==> config.mk <==
export PLATFORM = sky130hd
export DESIGN_NAME = sensor_irq_ctrl_flat
export DESIGN_NICKNAME = d
export VERILOG_FILES = /design/src/rtl/sensor_irq_ctrl_if.sv /design/src/rtl/sensor_irq_ctrl.sv /design/src/flat_wrapper.sv
export SDC_FILE = /design/constraint.sdc
export NUM_CORES = 1
export LEC_CHECK = 0
export ABC_AREA = 1
export CAP_MARGIN = 15
export CORE_MARGIN = 4
export CORE_UTILIZATION = 37
export CTS_CLUSTER_SIZE = 16
export DETAILED_ROUTE_END_ITERATION = 8
export PLACE_DENSITY = 0.82
export SYNTH_ARGS = -nofsm -noshare
export SYNTH_HDL_FRONTEND = slang
export SYNTH_SLANG_ARGS = --single-unit
==> constraint.sdc <==
create_clock -name clk -period 1.9 [get_ports clk]
set_clock_uncertainty 0.2 [all_clocks]
set_input_delay 0.19 -clock clk [delete_from_list [all_inputs] [get_ports clk]]
set_output_delay 0.19 -clock clk [all_outputs]
set_load 0.02 [all_outputs]
==> src/rtl/sensor_irq_ctrl_if.sv <==
// -----------------------------------------------------------------------------
// sensor_irq_ctrl_if
//   CPU-side register port of the interrupt controller.
//
//   reg_req_i    one-cycle access strobe
//   reg_we_i     1 = write, 0 = read
//   reg_addr_i   byte address, bits [4:2] select the register
//   reg_wdata_i  write data
//   reg_rdata_o  read data, valid while reg_rvalid_o = 1, 0 otherwise
//   reg_rvalid_o one-cycle pulse the cycle after a read request
//
//   master: the CPU (drives requests); slave: the controller.
// -----------------------------------------------------------------------------
interface sensor_irq_ctrl_if;
   logic        reg_req_i;
   logic        reg_we_i;
   logic [4:0]  reg_addr_i;
   logic [31:0] reg_wdata_i;
   logic [31:0] reg_rdata_o;
   logic        reg_rvalid_o;

   modport master (
      output reg_req_i, reg_we_i, reg_addr_i, reg_wdata_i,
      input  reg_rdata_o, reg_rvalid_o
   );

   modport slave (
      input  reg_req_i, reg_we_i, reg_addr_i, reg_wdata_i,
      output reg_rdata_o, reg_rvalid_o
   );
endinterface

==> src/rtl/sensor_irq_ctrl.sv <==
// -----------------------------------------------------------------------------
// sensor_irq_ctrl
//   Interrupt controller for the sensor subsystem. Latches up to NSRC request
//   lines (source 0 = sensor controller), applies per-source enables, picks
//   the lowest-index pending enabled source and drives one CPU interrupt.
//   The CPU claims through a CLAIM read and completes with a CLAIM write of
//   the claimed id; only one source is in service at a time.
//
//   Ports:
//     clk       clock, rising edge
//     rst       asynchronous active-low reset
//     src_i     raw interrupt lines, src_i[0] = sensor controller interrupt
//     bus       register port (sensor_irq_ctrl_if.slave)
//     irq_o     interrupt to the CPU, high only while asserting a candidate
//     irq_id_o  id+1 of the current candidate, 0 = none
//
//   Registers (addr[4:2]): 0 ENABLE, 1 PENDING, 2 MODE, 3 CLAIM, 4 STATUS.
//
//   Build option: define SENSOR_IRQ_EDGE_EN to build the MODE register and
//   the per-source edge latches. Without it every source is level-sensitive,
//   MODE reads 0 and ignores writes.
// -----------------------------------------------------------------------------
module sensor_irq_ctrl #(
   parameter int NSRC = 4
) (
   input  logic             clk,
   input  logic             rst,
   input  logic [NSRC-1:0]  src_i,
   sensor_irq_ctrl_if.slave bus,
   output logic             irq_o,
   output logic [3:0]       irq_id_o
);

   typedef enum logic [1:0] {
      ST_IDLE    = 2'd0,
      ST_ASSERT  = 2'd1,
      ST_SERVICE = 2'd2
   } state_e;

   localparam logic [2:0] A_ENABLE  = 3'd0;
   localparam logic [2:0] A_PENDING = 3'd1;
   localparam logic [2:0] A_MODE    = 3'd2;
   localparam logic [2:0] A_CLAIM   = 3'd3;
   localparam logic [2:0] A_STATUS  = 3'd4;

   state_e           state_q, state_d;
   logic [NSRC-1:0]  src_q;
   logic [NSRC-1:0]  enable_q, enable_d;
   logic [3:0]       in_svc_q, in_svc_d;
   logic [31:0]      rdata_q, rdata_d;
   logic             rvalid_q;

   logic [NSRC-1:0]  mode;
   logic [NSRC-1:0]  edge_pend;
   logic [NSRC-1:0]  svc_mask;
   logic [NSRC-1:0]  pending;
   logic [3:0]       cand_id;
   logic [2:0]       reg_sel;
   logic             rd_req, wr_req;
   logic             claim_rd, claim_wr, claim_take, complete;
   logic             unused_addr_lsbs;

   assign reg_sel    = bus.reg_addr_i[4:2];
   assign rd_req     = bus.reg_req_i & ~bus.reg_we_i;
   assign wr_req     = bus.reg_req_i &  bus.reg_we_i;
   assign claim_rd   = rd_req & (reg_sel == A_CLAIM);
   assign claim_wr   = wr_req & (reg_sel == A_CLAIM);
   // A claim only takes effect while an interrupt is actually being offered.
   assign claim_take = claim_rd & (state_q == ST_ASSERT) & (cand_id != 4'd0);
   assign complete   = claim_wr & (state_q == ST_SERVICE) &
                       (bus.reg_wdata_i == {28'd0, in_svc_q});
   assign unused_addr_lsbs = ^bus.reg_addr_i[1:0];

   // The source in service is hidden from level pending so it cannot re-offer
   // itself until the ISR completes it.
   always_comb begin
      // NOTE: every signal driven from always_comb gets a default first so no
      // path through the block leaves it unassigned and infers a latch.
      svc_mask = '0;
      for (int i = 0; i < NSRC; i++) begin
         svc_mask[i] = (state_q == ST_SERVICE) && (in_svc_q == 4'(i + 1));
      end
   end

   assign pending = (mode & edge_pend) | (~mode & src_q & ~svc_mask);

   // Fixed priority: scan from the top so the lowest index is written last.
   always_comb begin
      cand_id = 4'd0;
      for (int i = NSRC - 1; i >= 0; i--) begin
         if (pending[i] && enable_q[i]) cand_id = 4'(i + 1);
      end
   end

`ifdef SENSOR_IRQ_EDGE_EN
   logic [NSRC-1:0] mode_q, mode_d;
   logic [NSRC-1:0] edge_q, edge_d;
   logic [NSRC-1:0] claim_clr;

   always_comb begin
      mode_d    = mode_q;
      claim_clr = '0;
      if (wr_req && (reg_sel == A_MODE)) mode_d = bus.reg_wdata_i[NSRC-1:0];
      for (int i = 0; i < NSRC; i++) begin
         claim_clr[i] = claim_take && (cand_id == 4'(i + 1));
      end
      // A new edge in the claim cycle wins over the clear, so it is not lost.
      edge_d = (edge_q & ~claim_clr) | (src_i & ~src_q & mode_q);
   end

   always_ff @(posedge clk or negedge rst) begin
      if (!rst) begin
         mode_q <= '0;
         edge_q <= '0;
      end else begin
         mode_q <= mode_d;
         edge_q <= edge_d;
      end
   end

   assign mode      = mode_q;
   assign edge_pend = edge_q;
`else
   assign mode      = '0;
   assign edge_pend = '0;
`endif

   // Claim / complete state machine.
   always_comb begin
      state_d  = state_q;
      in_svc_d = in_svc_q;
      unique case (state_q)
         ST_IDLE: begin
            if (cand_id != 4'd0) state_d = ST_ASSERT;
         end
         ST_ASSERT: begin
            if (claim_take) begin
               state_d  = ST_SERVICE;
               in_svc_d = cand_id;
            end else if (cand_id == 4'd0) begin
               state_d = ST_IDLE;
            end
         end
         ST_SERVICE: begin
            if (complete) begin
               state_d  = ST_IDLE;
               in_svc_d = 4'd0;
            end
         end
         default: begin
            state_d  = ST_IDLE;
            in_svc_d = 4'd0;
         end
      endcase
   end

   always_comb begin
      enable_d = enable_q;
      if (wr_req && (reg_sel == A_ENABLE)) enable_d = bus.reg_wdata_i[NSRC-1:0];
   end

   // Read data is captured one cycle after the request and is 0 otherwise.
   always_comb begin
      rdata_d = '0;
      if (rd_req) begin
         case (reg_sel)
            A_ENABLE:  rdata_d[NSRC-1:0] = enable_q;
            A_PENDING: rdata_d[NSRC-1:0] = pending;
            A_MODE:    rdata_d[NSRC-1:0] = mode;
            A_CLAIM:   if (state_q == ST_ASSERT) rdata_d[3:0] = cand_id;
            A_STATUS:  rdata_d[7:0] = {in_svc_q, 2'b00, state_q};
            default:   rdata_d = '0;
         endcase
      end
   end

   always_ff @(posedge clk or negedge rst) begin
      if (!rst) begin
         state_q  <= ST_IDLE;
         src_q    <= '0;
         enable_q <= '0;
         in_svc_q <= 4'd0;
         rdata_q  <= '0;
         rvalid_q <= 1'b0;
      end else begin
         // NOTE: state registers use non-blocking assignments so every flop
         // samples the pre-edge value of every other flop.
         state_q  <= state_d;
         src_q    <= src_i;
         enable_q <= enable_d;
         in_svc_q <= in_svc_d;
         rdata_q  <= rdata_d;
         rvalid_q <= rd_req;
      end
   end

   // Gating with the candidate drops the interrupt as soon as it is withdrawn.
   assign irq_o            = (state_q == ST_ASSERT) && (cand_id != 4'd0);
   assign irq_id_o         = cand_id;
   assign bus.reg_rdata_o  = rdata_q;
   assign bus.reg_rvalid_o = rvalid_q;

endmodule

==> src/flat_wrapper.sv <==
// flat-port wrapper written by rule: the top's interface ports become plain ports
module sensor_irq_ctrl_flat 
#(
   parameter int NSRC = 4
)
  (clk, rst, src_i, irq_o, irq_id_o, bus_reg_req_i, bus_reg_we_i, bus_reg_addr_i, bus_reg_wdata_i, bus_reg_rdata_o, bus_reg_rvalid_o);
  sensor_irq_ctrl_if bus_i ();
  input  logic clk;
  input  logic rst;
  input  logic [NSRC-1:0] src_i;
  output logic irq_o;
  output logic [3:0] irq_id_o;
  input wire logic [$bits(bus_i.reg_req_i)-1:0] bus_reg_req_i;
  input wire logic [$bits(bus_i.reg_we_i)-1:0] bus_reg_we_i;
  input wire logic [$bits(bus_i.reg_addr_i)-1:0] bus_reg_addr_i;
  input wire logic [$bits(bus_i.reg_wdata_i)-1:0] bus_reg_wdata_i;
  output wire logic [$bits(bus_i.reg_rdata_o)-1:0] bus_reg_rdata_o;
  output wire logic [$bits(bus_i.reg_rvalid_o)-1:0] bus_reg_rvalid_o;
  assign bus_i.reg_req_i = bus_reg_req_i;
  assign bus_i.reg_we_i = bus_reg_we_i;
  assign bus_i.reg_addr_i = bus_reg_addr_i;
  assign bus_i.reg_wdata_i = bus_reg_wdata_i;
  assign bus_reg_rdata_o = bus_i.reg_rdata_o;
  assign bus_reg_rvalid_o = bus_i.reg_rvalid_o;
  sensor_irq_ctrl #(.NSRC(NSRC)) u_core (.clk(clk), .rst(rst), .src_i(src_i), .bus(bus_i), .irq_o(irq_o), .irq_id_o(irq_id_o));
endmodule
-- Word-level counts from Yosys, hierarchy flattened
Cells that the tools add are included.
- equality and inequality tests: 14
- muxes and demuxes: 16
- reductions and logical operators: 16
- bitwise logic cells: 12
- operators with widths (operator ; number):
    32-bit by 4-bit == test with 1-bit output ; 1
    4-bit 2-to-1 mux ; 4
    4-bit one-hot mux with 4 select lines ; 1
    3-bit 2-to-1 mux ; 4
    4-bit one-hot mux with 3 select lines ; 1
    1-bit logical AND ; 10
    1-bit bitwise AND ; 8
    4-bit by 2-bit == test with 1-bit output, second input constant ; 2
    2-bit 2-to-1 mux ; 4
    8-bit 2-to-1 mux ; 1
    2-bit by 1-bit inequality test with 1-bit output, second input constant ; 3
    2-bit one-hot mux with 3 select lines ; 1
    3-bit AND reduction ; 2
    4-bit bitwise AND ; 1
    4-bit by 1-bit == test with 1-bit output, second input constant ; 1
    4-bit by 3-bit == test with 1-bit output, second input constant ; 1
    4-bit zero test ; 1
    4-bit NOT ; 1
    4-bit nonzero test ; 1
    3-bit by 1-bit == test with 1-bit output, second input constant ; 1
    3-bit by 2-bit == test with 1-bit output, second input constant ; 1
    3-bit == test, second input constant ; 1
    3-bit zero test ; 1
    3-bit by 1-bit inequality test with 1-bit output, second input constant ; 1
    4 further kinds ; 5
- flip-flop bits (word level): 47
- logic and storage cells: 64
- output and inout port bits: 38
- bits of input ports: 45

-- Depth between registers and ports, before layout
- depth after elaboration: 13
- mapped depth: 11
- gate-level depth less buffers: 11

-- Worst setup path before layout
OpenSTA, ideal clock, no wires.
- kind: register -> register
- start: reg u_core.state_q[0]
- end: reg u_core.rdata_q[2] (netlist: u_core.bus.reg_rdata_o[2])
- library setup time: 0.078 ns
- buffers on the path: 0
- data required time: 1.622 ns
- clock period less this slack: 1.568 ns
- stages on the path, launching flop included: 8
- data arrival time: 1.291 ns
- path slack: 0.332 ns
- path through: dfrtp_1 -> nor2_4 -> nand3_1 -> nand3_2 -> nand2_4 -> nor2_2 -> nand3_1 -> a21oi_1
- word-level cells in the longest chain between the ends: 12
- elaborated cells on any way between the ends: 19
- those cells by class: 2 x eq/ne; 7 x mux; 2 x bitwise; 8 x reduce/logical
- RTL lines (element ; line ; RTL):
    from (decl) ; sensor_irq_ctrl.sv:46 ; state_e state_q, state_d;
    from (signal assigned) ; sensor_irq_ctrl.sv:188 ; state_q <= state_d;
    2-bit == test (*) ; sensor_irq_ctrl.sv:81 ; svc_mask[i] = (state_q == ST_SERVICE) && (in_svc_q == 4'(i + 1));
    1-bit logical AND ; sensor_irq_ctrl.sv:81 ;
    4-bit NOT (*) ; sensor_irq_ctrl.sv:85 ; assign pending = (mode & edge_pend) | (~mode & src_q & ~svc_mask);
    4-bit bitwise AND (*) ; sensor_irq_ctrl.sv:85 ;
    1-bit logical AND ; sensor_irq_ctrl.sv:91 ; if (pending[i] && enable_q[i]) cand_id = 4'(i + 1);
    3-bit 2-to-1 mux (3 in series) ; sensor_irq_ctrl.sv:91 ;
    3-bit 2-to-1 mux (*) ; sensor_irq_ctrl.sv:91 ;
    named net irq_id_o[2] ; flat_wrapper.sv:12 ; output logic [3:0] irq_id_o;
    4-bit 2-to-1 mux (*) ; sensor_irq_ctrl.sv:170 ; A_CLAIM: if (state_q == ST_ASSERT) rdata_d[3:0] = cand_id;
    4-bit one-hot mux with 4 select lines (*) ; sensor_irq_ctrl.sv:166 ; case (reg_sel)
    8-bit 2-to-1 mux (*) ; sensor_irq_ctrl.sv:165 ; if (rd_req) begin
    named net u_core.rdata_d[2] ; sensor_irq_ctrl.sv:50 ; logic [31:0] rdata_q, rdata_d;
    to (signal assigned) ; sensor_irq_ctrl.sv:192 ; rdata_q <= rdata_d;
    to (decl) ; sensor_irq_ctrl.sv:50 ;
The timed path passes the listed nets; every way through them passes the cells marked *.
A chain may end at the register's enable or synchronous reset.

-- Final worst setup path
- start: reg u_core.in_svc_q[0]
- end: out irq_o
- word-level cells in the longest chain between the ends: 11
- elaborated cells on any way between the ends: 20
- those cells by class: 4 x eq/ne; 4 x mux; 2 x bitwise; 10 x reduce/logical
- RTL lines (element ; line ; RTL):
    from (decl) ; sensor_irq_ctrl.sv:49 ; logic [3:0] in_svc_q, in_svc_d;
    from (signal assigned) ; sensor_irq_ctrl.sv:191 ; in_svc_q <= in_svc_d;
    4-bit by 3-bit == test with 1-bit output ; sensor_irq_ctrl.sv:81 ;
    1-bit logical AND ; sensor_irq_ctrl.sv:81 ;
    4-bit NOT (*) ; sensor_irq_ctrl.sv:85 ;
    4-bit bitwise AND (*) ; sensor_irq_ctrl.sv:85 ;
    1-bit logical AND ; sensor_irq_ctrl.sv:91 ;
    3-bit 2-to-1 mux (3 in series) ; sensor_irq_ctrl.sv:91 ;
    3-bit 2-to-1 mux (*) ; sensor_irq_ctrl.sv:91 ;
    4-bit nonzero test (*) ; sensor_irq_ctrl.sv:198 ; assign irq_o = (state_q == ST_ASSERT) && (cand_id != 4'd0);
    1-bit logical AND (*) ; sensor_irq_ctrl.sv:198 ;
    to (decl) ; flat_wrapper.sv:11 ; output logic irq_o;
Mark *: on every way between the ends. The rest lies on a longest branch, timed or not.

==> results.cfg <==
[synth]
ys_ff_latch = 21
yosys_warnings = 0
async_reset_ff_frac = 1.00
syn_avg_cell_area_um2 = 7.31
yosysTopAreaCellShare = 0.386
ys_top_cells_by_count = nand2_1, nor2_1, buf_4, dfrtp_1, inv_1
ys_seq_area_frac = 0.386
synth_flop_cell = dfrtp_1
synth_area_leaders = dfrtp_1, buf_4, nand2_1
syn_area_um2 = 1360
yosysUniqueCellTypes = 25
yosysMostFrequentCell = nand2_1
synthCells = 186
synth_edf_count = 0
synth_top_cell_by_area = dfrtp_1

[worst_setup_path]
reg2regPathDepth = 12
end_kind = output port
crit_end = irq_o
arrival_ps = 1480
r2r_slack_ps = 170
crit_path_start = u_core.in_svc_q[0]
r2r_start = u_core.in_svc_q[1]
cp_max_fo = 6
critPathKind = flip-flop to output port
worst_ep_required_time_ps = 1510
cp-start-kind = flip-flop
r2r_end = u_core.in_svc_q[0]

[route]
vias_per_cell = 4.37
postRouteAntennaNets = 0
wire_per_inst_um = 11.2
drt_first_iter_violations = 45
wl_met3_um = 300
drt_first_pass_iters = 4
wl_met1_um = 1250
dr.max_layer_used = met4
met2_wirelength_um = 1860
vias = 1368
totalWireLength_um = 3490
drc = 0

[clocking]
clockBufferDepth = 2
cts_buffers = 3
cts_tree = built
clkLatencyLatePin_ps = 250
cts_root_buf = clkbuf_8
path_clk_slew_ps = 70
cts_hold_buffers = 0
htreeDepth = 1
numClockSinks = 21

[global_route]
track_usage = 0.155
grt_pass1_vias = 1335
grt_max_degree = 22
overflow = 0
antenna_found_initial = 0
grt_pass1_wl_um = 5470

[final_layout]
nets = 313
drive_gt1_frac = 0.202
fillers = 298
multi_input_area_um2 = 693
synthToLayoutAreaGrowth_pct = 55.3
ff_latch_area_um2 = 528
n_antenna_cell = 0
layoutNonFillerInstCount = 313
design_area_um2 = 2110

[place]
gp_congestion = 0.891
io_buffers = 54
dp_hpwl_um = 2890
dpl_cell_area_um2 = 2030
dp_worst_setup_slack_ps = -121
placed_cells = 308

[die]
io_pins = 83
start_util = 0.395
num_rows = 21
dieArea_um2 = 4710
die_w_um = 68.6
coreArea_um2 = 3440
fp.dieH_um = 68.6

[sta]
whs_ps = 80.4
fin_crit_ps = 1870
max_freq_mhz = 536
finalSetupViolCount = 0
finalCritPeriodShare = 0.982
hold_viol = 0
worst_slack_ps = 33.8
slew_violations = 0
rsz0062_at_grt = true
tns_ps = 0

[power_and_ir_drop]
ir_worst_vdd_v = 0.000582
power_density_nw_per_um2 = 655
leakage_nw = 1.00

[flow_run]
maxCapViolCount = 0

[hold_path]
hold_class = primary input to async pin

[status]
status = complete, no violations
critical path: stages (launching register included):
cell,delay [ps]
dfrtp_2,450
nor2_2,170
nand3_2,110
nand3_2,110
nand2_4,80
nor2_4,110
nor2_1,40
buf_4,150
report_power, final:
group,switching [mW],total [mW],internal (mW)
Clock,0.127,0.276,0.149
Combinational,0.297,0.570,0.273
Sequential,0.0458,0.538,0.492
layout make-up:
type / instances / area share
Timing Repair Buffer: 78 / 0.334
Multi-Input combinational cell: 142 / 0.328
Sequential cell: 21 / 0.250
Inverter: 22 / 0.0391
Tap cell: 46 / 0.0273
Clock buffer: 4 / 0.0213
stage by stage:
step | utilization | total power [mW]
2_1_floorplan | - | 0.827
3_3_place_gp | 0.590 | 1.08
3_5_place_dp | 0.590 | 1.09
4_1_cts | 0.602 | 1.37
5_1_grt | 0.614 | 1.48
6_report | 0.614 | 1.38
kinds of logic after synthesis:
kind of cell              synth area share
and+or+nand+nor                      0.328
buffers and inverters                0.204
DFF                                  0.386
AOI/OAI and AO/OA                   0.0552
muxes                               0.0166
xor gates and xnor gates           0.00644
other                              0.00276
flip-flops by register name, indices dropped and copies added (netlist names):
register	count
u_core.bus.reg_rdata_o	7
u_core.enable_q	4
u_core.src_q	4
u_core.in_svc_q	3
u_core.state_q	2
u_core.bus.reg_rvalid_o	1
repair_timing:
| action | CTS | global route |
|---|---|---|
| buffers inserted | 0 | 1 |
| gates cloned | 0 | 0 |
| endpoints found under the hold margin | 0 | 0 |
| setup endpoints to repair | 4 | 4 |
| gates resized for setup | 19 | 10 |
| pin swaps | 1 | 1 |
worst min-delay path by stage:
stage	startpoint	to	slack, ps	cells past startpoint
floorplan	rst	u_core.bus.reg_rdata_o[0]	-310	0
global placement	u_core.enable_q[0]	u_core.enable_q[0]	320	2
detailed placement	u_core.enable_q[0]	u_core.enable_q[0]	330	2
CTS	rst	u_core.state_q[1]	80	2
global route	rst	u_core.bus.reg_rdata_o[6]	100	2
finish	rst	u_core.bus.reg_rdata_o[0]	80	2
routing by layer:
layer  vias to the layer above  track usage
li1                        689            -
met3                         8       0.0324
met5                         -            0
met2                        65        0.298
met1                       606        0.164
met4                         0       0.0496
layout by cell type (no fill, tap or decap):
cell type / instances
conb_1: 26
a21oi_1: 4
o211ai_1: 2
nand2_4: 1
nand3_2: 6
clkdlybuf4s50_1: 50
clkbuf_1: 1
o21ai_1: 1
nand2_2: 3
nor3_1: 4
nand2_1: 38
o21ai_2: 1
buf_2: 2
a211oi_1: 1
nand3_4: 1
dfrtp_1: 19
clkinv_1: 1
a22o_1: 1
nor2_4: 2
inv_1: 18
xnor2_1: 1
mux2_2: 2
o21ai_0: 2
nand3_1: 9
buf_4: 26
nand4_1: 3
dfrtp_2: 2
nor2_2: 2
clkbuf_8: 3
inv_2: 3
nor2_1: 32
(Power assumes the default switching activity.)
